### src/rtl/button_debouncer.sv
// button_debouncer: two-flop synchronizer plus stability-counter debouncer.
// Produces a registered clean level and one-cycle press, release and
// long-press strobes for the downstream toggle logic.
module button_debouncer #(
  parameter int unsigned STABLE_CYCLES     = 4,
  parameter int unsigned LONG_PRESS_CYCLES = 16
) (
  input  logic clk,
  input  logic reset,
  input  logic button,
  output logic button_clean,
  output logic press_pulse,
  output logic release_pulse,
  output logic long_press_pulse
);

  typedef enum logic [1:0] {
    RELEASED,
    WAIT_PRESS,
    PRESSED,
    WAIT_RELEASE
  } state_t;

  localparam logic [7:0]  CNT_LAST  = 8'(STABLE_CYCLES - 1);
  localparam logic [15:0] LONG_LAST = 16'(LONG_PRESS_CYCLES - 1);

  state_t      state, state_n;
  logic        sync1, sync_q;
  logic [7:0]  cnt, cnt_n;
  logic [15:0] long_cnt, long_cnt_n;
  logic        long_fired, long_fired_n;
  logic        clean_n, press_n, release_n, long_n;

  // Bring the raw pin into the clk domain; no logic between the flops.
  always_ff @(posedge clk or posedge reset) begin
    if (reset) begin
      sync1  <= 1'b0;
      sync_q <= 1'b0;
    end else begin
      sync1  <= button;
      sync_q <= sync1;
    end
  end

  // State, counters and registered outputs.
  always_ff @(posedge clk or posedge reset) begin
    if (reset) begin
      state            <= RELEASED;
      cnt              <= '0;
      long_cnt         <= '0;
      long_fired       <= 1'b0;
      button_clean     <= 1'b0;
      press_pulse      <= 1'b0;
      release_pulse    <= 1'b0;
      long_press_pulse <= 1'b0;
    end else begin
      state            <= state_n;
      cnt              <= cnt_n;
      long_cnt         <= long_cnt_n;
      long_fired       <= long_fired_n;
      button_clean     <= clean_n;
      press_pulse      <= press_n;
      release_pulse    <= release_n;
      long_press_pulse <= long_n;
    end
  end

  // Next-state, counter and output decode; strobes default low each cycle.
  always_comb begin
    state_n      = state;
    cnt_n        = cnt;
    long_cnt_n   = long_cnt;
    long_fired_n = long_fired;
    clean_n      = button_clean;
    press_n      = 1'b0;
    release_n    = 1'b0;
    long_n       = 1'b0;
    unique case (state)
      RELEASED: begin
        if (sync_q) begin
          state_n = WAIT_PRESS;
          cnt_n   = 8'd1;
        end
      end
      WAIT_PRESS: begin
        if (!sync_q) begin
          state_n = RELEASED;
          cnt_n   = '0;
        end else if (cnt == CNT_LAST) begin
          state_n      = PRESSED;
          cnt_n        = '0;
          clean_n      = 1'b1;
          press_n      = 1'b1;
          long_cnt_n   = '0;
          long_fired_n = 1'b0;
        end else begin
          cnt_n = cnt + 8'd1;
        end
      end
      PRESSED: begin
        if (!sync_q) begin
          state_n = WAIT_RELEASE;
          cnt_n   = 8'd1;
        end else begin
          if (long_cnt != '1) long_cnt_n = long_cnt + 16'd1;
          if (long_cnt == LONG_LAST && !long_fired) begin
            long_n       = 1'b1;
            long_fired_n = 1'b1;
          end
        end
      end
      WAIT_RELEASE: begin
        // Bounce back to PRESSED keeps the long-press progress intact.
        if (sync_q) begin
          state_n = PRESSED;
          cnt_n   = '0;
        end else if (cnt == CNT_LAST) begin
          state_n   = RELEASED;
          cnt_n     = '0;
          clean_n   = 1'b0;
          release_n = 1'b1;
        end else begin
          cnt_n = cnt + 8'd1;
        end
      end
      default: state_n = RELEASED;
    endcase
  end

endmodule

### config.mk
export PLATFORM = sky130hd
export DESIGN_NAME = button_debouncer
export DESIGN_NICKNAME = d
export VERILOG_FILES = /design/src/rtl/button_debouncer.sv
export SDC_FILE = /design/constraint.sdc
export NUM_CORES = 1
export LEC_CHECK = 0
export ABC_AREA = 1
export BUFFER_PORTS_ARGS = -buffer_cell sky130_fd_sc_hd__buf_2
export CAP_MARGIN = 10
export CORE_UTILIZATION = 55
export CTS_CLUSTER_SIZE = 40
export DETAILED_ROUTE_END_ITERATION = 10
export PLACE_DENSITY = 0.86
export SYNTH_ARGS = -nofsm -noshare
export SYNTH_HDL_FRONTEND = slang
export SYNTH_SLANG_ARGS = --single-unit
### constraint.sdc
create_clock -name clk -period 1.5 [get_ports clk]
set_input_delay 0.3 -clock clk [delete_from_list [all_inputs] [get_ports clk]]
set_output_delay 0.3 -clock clk [all_outputs]
set_load 0.03 [all_outputs]
Word level (Yosys, flattened, before mapping)
Index checks and enable logic that the tools add are counted.
{ "word_totals": {"wordCells": 74, "output_inout_bits": 4, "reg_bits": 33} }
{ "op_classes": {"add_sub_neg": 2, "n_mux": 35, "reduce_logical": 10, "eq_ne": 17} }
{ "ops": {"columns": ["operator", "count"], "rows": [
  ["two-way mux 16 bit", 4],
  ["two-way mux 8 bit", 5],
  ["case mux 16 bit (2 select lines)", 1],
  ["case mux 8 bit (4 select lines)", 1],
  ["inequality test 2 bit (second input constant)", 9],
  ["adder 16 x 1 -> 16 bit (second input constant)", 1],
  ["== test 16 x 4 -> 1 bit (second input constant)", 1],
  ["inequality test 16 bit (second input constant)", 1],
  ["two-way mux 1 bit", 15],
  ["AND reduction 5 bit", 3],
  ["two-way mux 2 bit", 6],
  ["adder 8 x 1 -> 8 bit (second input constant)", 1],
  ["== test 8 x 2 -> 1 bit (second input constant)", 1],
  ["case mux 2 bit (4 select lines)", 1],
  ["inequality test 3 bit (second input constant)", 2],
  ["== test 2 bit (second input constant)", 2],
  ["case mux 1 bit (2 select lines)", 2],
  ["AND reduction 4 bit", 1],
  ["nonzero test 2 bit", 2],
  ["== test 2 x 1 -> 1 bit (second input constant)", 1],
  ["zero test 2 bit", 1],
  ["AND reduction 2 bit", 1],
  ["logical AND 1 bit", 1],
  ["zero test 1 bit", 1]
]} }

Longest topological paths before layout
{ "logic_depth": {"ltp_word": 5, "ltp_mapped": 10, "depth_no_buf": 9} }

Least setup slack after synthesis
No wires, ideal clock.
{ "synth_path": {"path_type": "register to register", "startpoint": "reg long_cnt[0]", "endpoint": "reg long_cnt[6]", "period_less_slack_ns": 1.444, "slack_ns": 0.056, "required_ns": 1.377, "setup_time_ns": 0.123, "n_path_buf": 1, "arrival_time_ns": 1.321, "stages_incl_launch_ff": 10, "path_cell_list": "dfrtp_1 ha_1 nand2_2 nor2_2 nand2_2 nor2_4 nand3_2 nand2_4 buf_6 o21ai_2"} }
{ "synth_via": {"elab_chain_len": 4, "elab_cells_between_ends": 7, "classes_between": "add/sub: 1; eq/ne: 2; mux: 3; reduce/logical: 1"} }
{ "synth_rtl": {"columns": ["element", "line", "text"], "rows": [
  ["start: declaration", "30", "logic [15:0] long_cnt, long_cnt_n;"],
  ["start signal: assignment", "59", "long_cnt <= long_cnt_n;"],
  ["adder 16 x 1 -> 16 bit", "105", "if (long_cnt != '1) long_cnt_n = long_cnt + 16'd1;"],
  ["two-way mux 16 bit", "105", null],
  ["two-way mux 16 bit", "101", "if (!sync_q) begin"],
  ["case mux 16 bit (2 select lines)", "78", "unique case (state)"]
]} }
Parallel ways exist; a longest one is shown, timed or not. The select of a mux whose other input is x is not followed.
A chain may end at the register's enable or synchronous reset.

Final worst setup path
{ "layout_path": {"startpoint": "reg long_cnt[0]", "endpoint": "reg long_cnt[0]"} }
The elaborated chain is that of the path after synthesis.

==> summary.txt <==
Logic synthesis
  – Synth cell types: 29
  – Top cells by area, synth: dfrtp_1, nand2_1, inv_1
  – Most frequent cells after synthesis: nand2_1, inv_1, dfrtp_1
  – Top-count cell post-synth: nand2_1
  – Mapped Area: 1932 um2
  – Sequential element share of the synthesized area: 42.75%
  – Mapped Nets: 257
  – Async set-reset flop share out of synthesis: 100.0%
  – Average size of a mapped cell: 7.666 um2
  – Primary FF master, synth: dfrtp_1
  – Yosys top cell by area: dfrtp_1
  – Post-synth EDFFs: 0
  – Number of synthesized register bits: 33
  – Synth warn: 0
  – Yosys top cell area share: 42.75%
  – Post-Syn Instances: 252

Pwr
  – Tot Pwr: 2.689 mW
  – Clock share of power: 20.0%
  – Combinational Power Share: 40.2%
  – Reg power frac: 39.8%
  – NetSw: 1.022 mW
  – Pint: 1.667 mW
  – Power Density: 1141 nW/um2
  – Switching Share: 38.01%
  – Worst vdd ir: 588.4 uV
  – Leakage power: 1.130 nW

Outcome
  – Run status: finished with violations
  – Failing checks: setup timing

Min path
  – Worst hold-check path type: input port to async pin

Setup path
  – R2R Path Start: long_cnt[0]
  – Critical R2R Capture: long_cnt[0]
  – Crit path DAT: 1800 ps
  – Crit-path max FO: 9
  – Critical path class: register to register
  – Critical Path Start Type: register
  – R2r setup slk: -20 ps
  – Worst Reg-to-Reg Cells: 10
  – Setup crit end kind: register
  – Worst Path Required: 1780 ps

Floorplan
  – Die width: 61.27 um
  – Initial Util: 57.44%
  – Die Y: 61.27 um
  – Core Region: 3363 um2
  – Die Area: 3753 um2
  – Ports: 7
  – Number of core rows: 21

Detailed routing
  – WL/cell: 12.87 um
  – Via count: 1,767
  – Final ANT Viol Nets: 0
  – Vias/cell: 5.243
  – DRC: 0
  – DRT Pass-1 Iters: 4
  – DR iter-0 viols: 138
  – Total wire length: 4.336 mm

CTS
  – Clk buf depth: 2
  – CTS tree: built
  – Clk slew on worst S/H paths: 100 ps
  – Clk root buf: clkbuf_4
  – TritonCTS buffer count: 5
  – Htree depth: 2
  – CTS Sinks: 33
  – Cts hold-fix bufs: 0
  – Clock latency on the worst-skew pair: 350 ps

Global routing
  – Initial antenna violation count: 0
  – First-pass GRT wire length: 6.651 mm
  – Routing usage on met3: 6.303%
  – Grt total ovfl: 0
  – Gr usage total: 24.31%
  – Met1 Use GR: 33.60%
  – M2 GR Usage: 37.11%
  – Largest net degree at the start of global routing: 34
  – Vias in the first global route: 1,499
  – Most Used Layer, Global Route: met2

Timing
  – F_max: 659.5 MHz
  – Slew at the pin closest to its max-slew limit: 417.9 ps
  – Unrepaired setup endpoints after global routing: true
  – Min Hold Slack: 11.38 ps
  – Period utilisation layout: 101.1%
  – Slew margin rel.: 72.14%
  – Tmin final: 1516 ps
  – Min setup slack post-route: -16.30 ps
  – Worst Skew: 10.46 ps
  – Fin. max-slew vios: 0
  – Final setup viols: 7
  – Hold Vio Cnt, Final: 0

Finish
  – Layout cells sized above 1: 26.80%
  – Fill count: 277
  – Final Non-Filler Cells: 337
  – Utilization after layout: 70.09%
  – Ant. Diodes: 0
  – NumNets Final: 296
  – P&R area growth vs syn: 22.02%

Placed design
  – Placement Setup Slack: 39.16 ps
  – Detailed Place HPWL: 2.880 mm
  – Buffers on Ports: 6
  – Placer Congestion: 0.8544
  – Dpl cells: 327

Run
  – Max Cap Viol: 0
power by group through the flow:
| stage | logic, mW | clock network (mW) | registers [mW] |
|---|---|---|---|
| after CTS | 0.936 | 0.535 | 1.07 |
| after detailed placement | 0.922 | 0 | 1.09 |
| final | 1.08 | 0.537 | 1.07 |
| after global placement | 0.890 | 0 | 1.08 |
| after global routing | 1.18 | 0.571 | 1.08 |
| after floorplan | 0.548 | 0 | 1.12 |
cell usage in the layout, fill, tap and decap left out, types with 2 or more instances in the layout:
cell / instances
a21oi_1: 2
buf_12: 2
buf_2: 6
buf_4: 26
clkbuf_16: 2
clkbuf_4: 5
dfrtp_1: 33
inv_1: 38
inv_2: 2
nand2_1: 57
nand2_2: 7
nand2_4: 3
nand3_1: 24
nand4_1: 5
nor2_1: 23
nor2_2: 2
nor2_4: 3
nor3_1: 3
o211ai_1: 2
o21ai_0: 12
o21ai_2: 16
o22ai_1: 3
xnor2_1: 2
xor2_1: 4
worst max path at each step:
stage,start,to,slack [ps],cells past startpoint
final,long_cnt[0],long_cnt[0],-20,10
after global placement,long_cnt[0],long_cnt[3],70,10
after global routing,long_cnt[4],long_cnt[5],-140,8
after CTS,long_cnt[0],long_cnt[4],20,10
after detailed placement,cnt[0],cnt[6],40,8
after floorplan,long_cnt[0],long_cnt[6],60,9
logic make-up after synthesis:
kind of cell	count (synthesis)	share of synthesized area, %
AND/OR/NAND/NOR	131	30.44
AO/OA/AOI/OAI	36	12.89
XOR/XNOR	6	2.720
adder cells (fa/ha/maj)	2	1.295
buffers and inverters	44	9.909
flip-flops	33	42.75
flip-flops by register name, summed over array words and instances, names as in the netlist, named ones only:
name and cells:
button_clean 1, release_pulse 1, state 1, sync1 1, sync_q 1, long_fired 1
long_cnt 16, press_pulse 1, long_press_pulse 1, cnt 8
through the flow:
step           instance area [um2]  setup TNS, ps
4_1_cts                       2263              0
3_3_place_gp                  2206              0
3_5_place_dp                  2206              0
2_1_floorplan                 1932              0
5_1_grt                       2357          -1925
6_report                      2357         -40.86
critical path, stage by stage (launching register included):
cell and delay [ps]:
dfrtp_1 360, ha_2 190, nand2_2 70, nor2_2 120
nand2_2 90, nor2_4 100, nand3_2 90, nand2_4 150
clkbuf_16 190, nand2_2 50, o21ai_2 40
layer usage:
layer	up-vias	wire [um]	part of all wire (%)
li1	883	-	-
met4	0	80	1.8
met1	820	2025	47
met2	53	1973	46
met5	-	0	0
met3	11	256	5.9
timing repair:
item                       CTS  global route
setup endpoints to repair    2            21
gates resized for setup      1            11
cloned                       0             2
setup buffers                0             1
pin swaps                    0             3
cell type report:
cell class,count,area (um2),share of cell area (%)
Timing Repair Buffer,36,315.3,13.38
Sequential cell,33,825.8,35.03
Clock buffer,7,55.05,2.335
Multi-Input combinational cell,175,953.4,40.45
Inverter,40,150.1,6.369
Tap cell,46,57.56,2.442
No activity file was read; power rests on OpenSTA's default activity.
